==> config.mk <==
export PLATFORM = sky130hd
export DESIGN_NAME = button_event_ctrl
export DESIGN_NICKNAME = d
export VERILOG_FILES = /design/src/rtl/button_event_ctrl.sv
export SDC_FILE = /design/constraint.sdc
export NUM_CORES = 1
export LEC_CHECK = 0
export ABC_AREA = 1
export BUFFER_PORTS_ARGS = -buffer_cell sky130_fd_sc_hd__buf_2
export CORE_UTILIZATION = 49
export CTS_BUF_LIST = sky130_fd_sc_hd__clkbuf_2
export CTS_CLUSTER_DIAMETER = 50
export DETAILED_ROUTE_END_ITERATION = 6
export PLACE_DENSITY = 0.81
export SYNTH_ARGS = -nofsm -noshare
export SYNTH_HDL_FRONTEND = slang
export SYNTH_SLANG_ARGS = --single-unit
export TNS_END_PERCENT = 50
==> constraint.sdc <==
create_clock -name clk -period 6.35 [get_ports clk]
set_input_delay 0.635 -clock clk [delete_from_list [all_inputs] [get_ports clk]]
set_output_delay 0.635 -clock clk [all_outputs]
set_load 0.02 [all_outputs]
==> src/rtl/button_event_ctrl.sv <==
// Push-button controller: two-flop synchroniser, per-button debounce FSM,
// sticky press/release flags and a small read/write register block with a level irq.
module button_event_ctrl #(
  parameter int unsigned DEBOUNCE_CYCLES = 1000000
) (
  input  logic        clk,
  input  logic        rst,
  input  logic        btnDown,
  input  logic        btnUp,
  input  logic        btnLeft,
  input  logic        btnRight,
  input  logic        ren,
  input  logic        wen,
  input  logic [31:0] address,
  input  logic [31:0] wdata,
  output logic [31:0] data_out,
  output logic        irq
);

  localparam int unsigned NUM_BTN = 4;
  localparam int unsigned CNT_W   = 22;
  localparam int unsigned EVT_W   = 2 * NUM_BTN;
  localparam int unsigned DATA_W  = 32;
  localparam logic [CNT_W-1:0] CNT_LAST = CNT_W'(DEBOUNCE_CYCLES - 1);

  localparam logic [1:0] SEL_STATUS = 2'd0;
  localparam logic [1:0] SEL_EVENTS = 2'd1;
  localparam logic [1:0] SEL_IRQ_EN = 2'd2;

  typedef enum logic {
    STABLE   = 1'b0,
    DEBOUNCE = 1'b1
  } db_state_e;

  logic [NUM_BTN-1:0] raw_n;
  logic [NUM_BTN-1:0] sync1;
  logic [NUM_BTN-1:0] sync2;
  logic [NUM_BTN-1:0] sync_c;

  db_state_e          state      [NUM_BTN];
  db_state_e          state_next [NUM_BTN];
  logic [CNT_W-1:0]   cnt        [NUM_BTN];
  logic [CNT_W-1:0]   cnt_next   [NUM_BTN];
  logic [NUM_BTN-1:0] level;
  logic [NUM_BTN-1:0] level_next;
  logic [NUM_BTN-1:0] press_c;
  logic [NUM_BTN-1:0] release_c;

  logic [EVT_W-1:0]   events;
  logic [EVT_W-1:0]   irq_en;
  logic [EVT_W-1:0]   events_next_c;
  logic [EVT_W-1:0]   irq_en_next_c;
  logic [DATA_W-1:0]  rdata_c;
  logic [1:0]         reg_sel_c;
  logic               rd_events_c;
  logic               wr_irq_en_c;
  logic               unused_bits;

  assign raw_n  = {btnRight, btnLeft, btnUp, btnDown};
  assign sync_c = ~sync2;

  // Synchroniser resets to "released" so no spurious press follows reset
  always_ff @(posedge clk or posedge rst) begin
    if (rst) begin
      sync1 <= '1;
      sync2 <= '1;
    end else begin
      sync1 <= raw_n;
      sync2 <= sync1;
    end
  end

  always_ff @(posedge clk or posedge rst) begin
    if (rst) begin
      for (int i = 0; i < NUM_BTN; i++) begin
        state[i] <= STABLE;
        cnt[i]   <= '0;
      end
      level <= '0;
    end else begin
      for (int i = 0; i < NUM_BTN; i++) begin
        state[i] <= state_next[i];
        cnt[i]   <= cnt_next[i];
      end
      level <= level_next;
    end
  end

  // Debounce: level flips once sync has disagreed for DEBOUNCE_CYCLES consecutive cycles
  always_comb begin
    for (int i = 0; i < NUM_BTN; i++) begin
      state_next[i] = state[i];
      cnt_next[i]   = cnt[i];
    end
    level_next = level;
    press_c    = '0;
    release_c  = '0;
    for (int i = 0; i < NUM_BTN; i++) begin
      case (state[i])
        STABLE: begin
          if (sync_c[i] != level[i]) begin
            state_next[i] = DEBOUNCE;
            cnt_next[i]   = CNT_W'(1);
          end
        end
        DEBOUNCE: begin
          if (sync_c[i] == level[i]) begin
            state_next[i] = STABLE;
            cnt_next[i]   = '0;
          end else if (cnt[i] == CNT_LAST) begin
            level_next[i] = ~level[i];
            press_c[i]    = sync_c[i];
            release_c[i]  = ~sync_c[i];
            state_next[i] = STABLE;
            cnt_next[i]   = '0;
          end else begin
            cnt_next[i] = cnt[i] + CNT_W'(1);
          end
        end
        default: begin
          state_next[i] = STABLE;
          cnt_next[i]   = '0;
        end
      endcase
    end
  end

  assign reg_sel_c   = address[3:2];
  assign rd_events_c = ren && (reg_sel_c == SEL_EVENTS);
  assign wr_irq_en_c = wen && (reg_sel_c == SEL_IRQ_EN);
  assign unused_bits = ^{address[31:4], address[1:0], wdata[31:8]};

  // New pulses are OR'd in after the read-clear so a coincident event stays pending
  assign events_next_c = (rd_events_c ? {EVT_W{1'b0}} : events) | {release_c, press_c};
  assign irq_en_next_c = wr_irq_en_c ? wdata[EVT_W-1:0] : irq_en;

  always_comb begin
    rdata_c = '0;
    case (reg_sel_c)
      SEL_STATUS: rdata_c = DATA_W'(level);
      SEL_EVENTS: rdata_c = DATA_W'(events);
      SEL_IRQ_EN: rdata_c = DATA_W'(irq_en);
      default:    rdata_c = '0;
    endcase
  end

  always_ff @(posedge clk or posedge rst) begin
    if (rst) begin
      events   <= '0;
      irq_en   <= '0;
      irq      <= 1'b0;
      data_out <= '0;
    end else begin
      events <= events_next_c;
      irq_en <= irq_en_next_c;
      irq    <= |(events_next_c & irq_en_next_c);
      if (ren) begin
        data_out <= rdata_c;
      end
    end
  end

endmodule
==> flow_metrics.env <==
export IMPL_status="finished clean"
export IMPL_cts_buffers_inserted=17
export IMPL_final_cell_mix="nand2_1, dfrtp_1, inv_1"
export IMPL_min_period_ns=2.315
export IMPL_worstMarginPinSlew_ns=0.8108
export IMPL_synth_top_family_by_area="simple AND/OR/NAND/NOR gates"
export IMPL_setup_slack_ns=4.035
export IMPL_p_per_area_mw_per_mm2=198.3
export IMPL_timing_final_crit_share=0.3646
export IMPL_hold_buffers=4
export IMPL_ir_drop_mv=0.1466
export IMPL_final_instance_count_excl_fill=1173
export IMPL_areaGrowthSynthToFinish_pct=7.103
export IMPL_syn_inst=937
export IMPL_relSlewSlack=0.4595
export IMPL_clock_sinks=129
export IMPL_root_buffer="clkbuf_2"
export IMPL_synth_xor_area_share=0.03834
export IMPL_gp_congestion=0.8840
export IMPL_drive_gt1_frac=0.1265
export IMPL_arrival_ns=2.92
export IMPL_layout_nets=1051
export IMPL_via_count=6150
export IMPL_p_leak_nw=3.582
export IMPL_final_common_cell="nand2_1"
export IMPL_reg2reg_from="cnt[22]"
export IMPL_dp_slack_ns=4.050
export IMPL_yosysWarnings=0
export IMPL_viasPerCell=5.243
export IMPL_ys_ff_latch=129
export IMPL_initial_core_util=0.5030
export IMPL_grt_pass1_vias=5693
export IMPL_cts_tree="yes"
export IMPL_portBuffers=26
export IMPL_yosysTopAreaCellShare=0.4142
export IMPL_grt_max_degree=69
export IMPL_final_core_util=0.5387
export IMPL_rsz0062_at_grt="false"
export IMPL_hold_class="in -> async"
export IMPL_overflow=0
export IMPL_crit_fanout=13
export IMPL_synthArstFlopShare=1.000
export IMPL_first_pass_iters=4
export IMPL_fp_row_count=44
export IMPL_clk_path_buf_depth=2
export IMPL_synth_edff_count=0
export IMPL_antenna_found_initial=0
export IMPL_drc=0
export IMPL_rrSetupSlack_ns=4.03
export IMPL_grt_total_usage=0.2141
export IMPL_cap_violations=0
export IMPL_core_mm2=0.01453
export IMPL_die_w_um=124.1
export IMPL_htreeDepth=4
export IMPL_ioPinCount=105
export IMPL_reg2regPathDepth=8
export IMPL_dp_cells=1136
export IMPL_hold_viol_final=0
export IMPL_synthFlopType="dfrtp_1"
export IMPL_end_kind="register"
export IMPL_drtAntennaViolNets=0
export IMPL_muxShareOfSynthArea=0.01386
export IMPL_ys_seq_area_frac=0.4429
export IMPL_path_class="reg -> reg"
export IMPL_die_area_mm2=0.01541
export IMPL_syn_avg_cell_area_um2=7.802
export IMPL_setup_violations=0
export IMPL_netlist_area_mm2=0.007311
export IMPL_wire_per_inst_um=13.02
export IMPL_cts_resized=0
export IMPL_totalNegativeSetupSlack_ns=0
export IMPL_clk_latency_ns=0.72
export IMPL_holdWs_ns=0.02742
export IMPL_cp_required_ns=6.95
export IMPL_synth_compound_area_frac=0.09481
export IMPL_startpoint_type="register"
export IMPL_slew_viol_final=0
export IMPL_yosys_cell_types_count=47
export IMPL_die_y_um=124.1
export IMPL_path_clk_slew_ns=0.19
export IMPL_fill_cells=1375
export IMPL_wirelength_um=15270
export IMPL_synth_top_area_cell="dfrtp_1"
export IMPL_synth_fa_ha_area_frac=0.006846
export IMPL_hpwl_um=10930
export IMPL_fin_skew_ns=0.02441
export IMPL_synthSimpleGateAreaFrac=0.3101
export IMPL_fmax_mhz=431.9
export IMPL_synth_area_top_cells="dfrtp_1, nand2_1, inv_1, nor2_1, nand3_1"
export IMPL_startpoint="cnt[22]"
export IMPL_grt_pass1_wl_um=25640
export IMPL_post_cts_buffers=0
export IMPL_drtIter0Drc=260
-- routing by layer --
metal	share of wire	wire (um)	up-vias	GRT usage
li1	-	-	3084	-
met1	0.46	7010	2881	0.2850
met2	0.46	7037	154	0.3353
met3	0.050	758	31	0.04579
met4	0.030	463	0	0.09449
met5	0	0	-	0
-- report_power, final --
part	internal [W]	leakage, nW	total (W)	switching, W
clock	0.000248	0.140	0.000552	0.000304
combinational	0.0000384	1.71	0.000127	0.0000890
sequential	0.000852	1.73	0.000874	0.0000220
total	0.00114	3.58	0.00155	0.000415
-- per-stage QoR --
| step | instance area (um^2) | total power (W) |
|---|---|---|
| 2_1_floorplan | 7397 | 0.0009880 |
| 3_3_place_gp | 7530 | 0.001010 |
| 3_5_place_dp | 7530 | 0.001015 |
| 4_1_cts | 7828 | 0.001563 |
| 5_1_grt | 7828 | 0.001611 |
| 6_report | 7830 | 0.001553 |
-- sequential cells by signal, summed over array words and instances (netlist names) --
signal    cells
state         4
data_out      8
cnt          88
events        8
sync2         4
level         4
irq           1
irq_en        8
sync1         4
-- synth_stat cells (8+ instances only) --
cell type,n
xor2_1,27
inv_1,106
nand2_2,8
nor2_1,86
nand2_1,247
dfrtp_1,121
nor2_4,11
mux2_2,9
o21ai_0,47
o21ai_1,15
o22ai_1,27
nor3_1,23
nor2_2,11
a21oi_1,23
buf_4,25
nand4_1,23
dfstp_2,8
nand3_1,55
-- cells by family (layout without fill, tap and decap cells) --
| kind of cell | count (synthesis) | after routing |
|---|---|---|
| DFF | 129 | 129 |
| muxes | 9 | 9 |
| buffers and inverters | 151 | 179 |
| other | 1 | 25 |
| AOI/OAI and AO/OA | 124 | 124 |
| adders and majority gates | 4 | 4 |
| and+or+nand+nor | 487 | 487 |
| xor gates and xnor gates | 32 | 32 |
-- layout make-up --
cell class	instances	area [um^2]	area share
antenna	1	2.502	0.0003196
sequential	129	3238	0.4136
clock buffer	17	85.08	0.01087
timing repair buffer	32	185.2	0.02365
multi-input combinational	680	3482	0.4447
clock inverter	15	172.7	0.02205
tap	184	230.2	0.02940
inverter	115	434.2	0.05545
-- critical path: stages, from the launching register on --
cell      delay [ns]
dfrtp_1         0.44
ha_1            0.25
nand3_1         0.13
nor2_1          0.12
nand3_1         0.11
nand3_1         0.43
clkinv_1        0.44
nand3_1         0.18
o21ai_0         0.10
-- final timing paths --
kind / end
worst min register to register: sync2[3]
worst max register to register: cnt[42]
min in group clk: irq_en[1]
worst max-delay path: cnt[42]
worst min-delay path: cnt[85]
max in group asynchronous: cnt[8]
No activity file was read; power rests on OpenSTA's default activity.
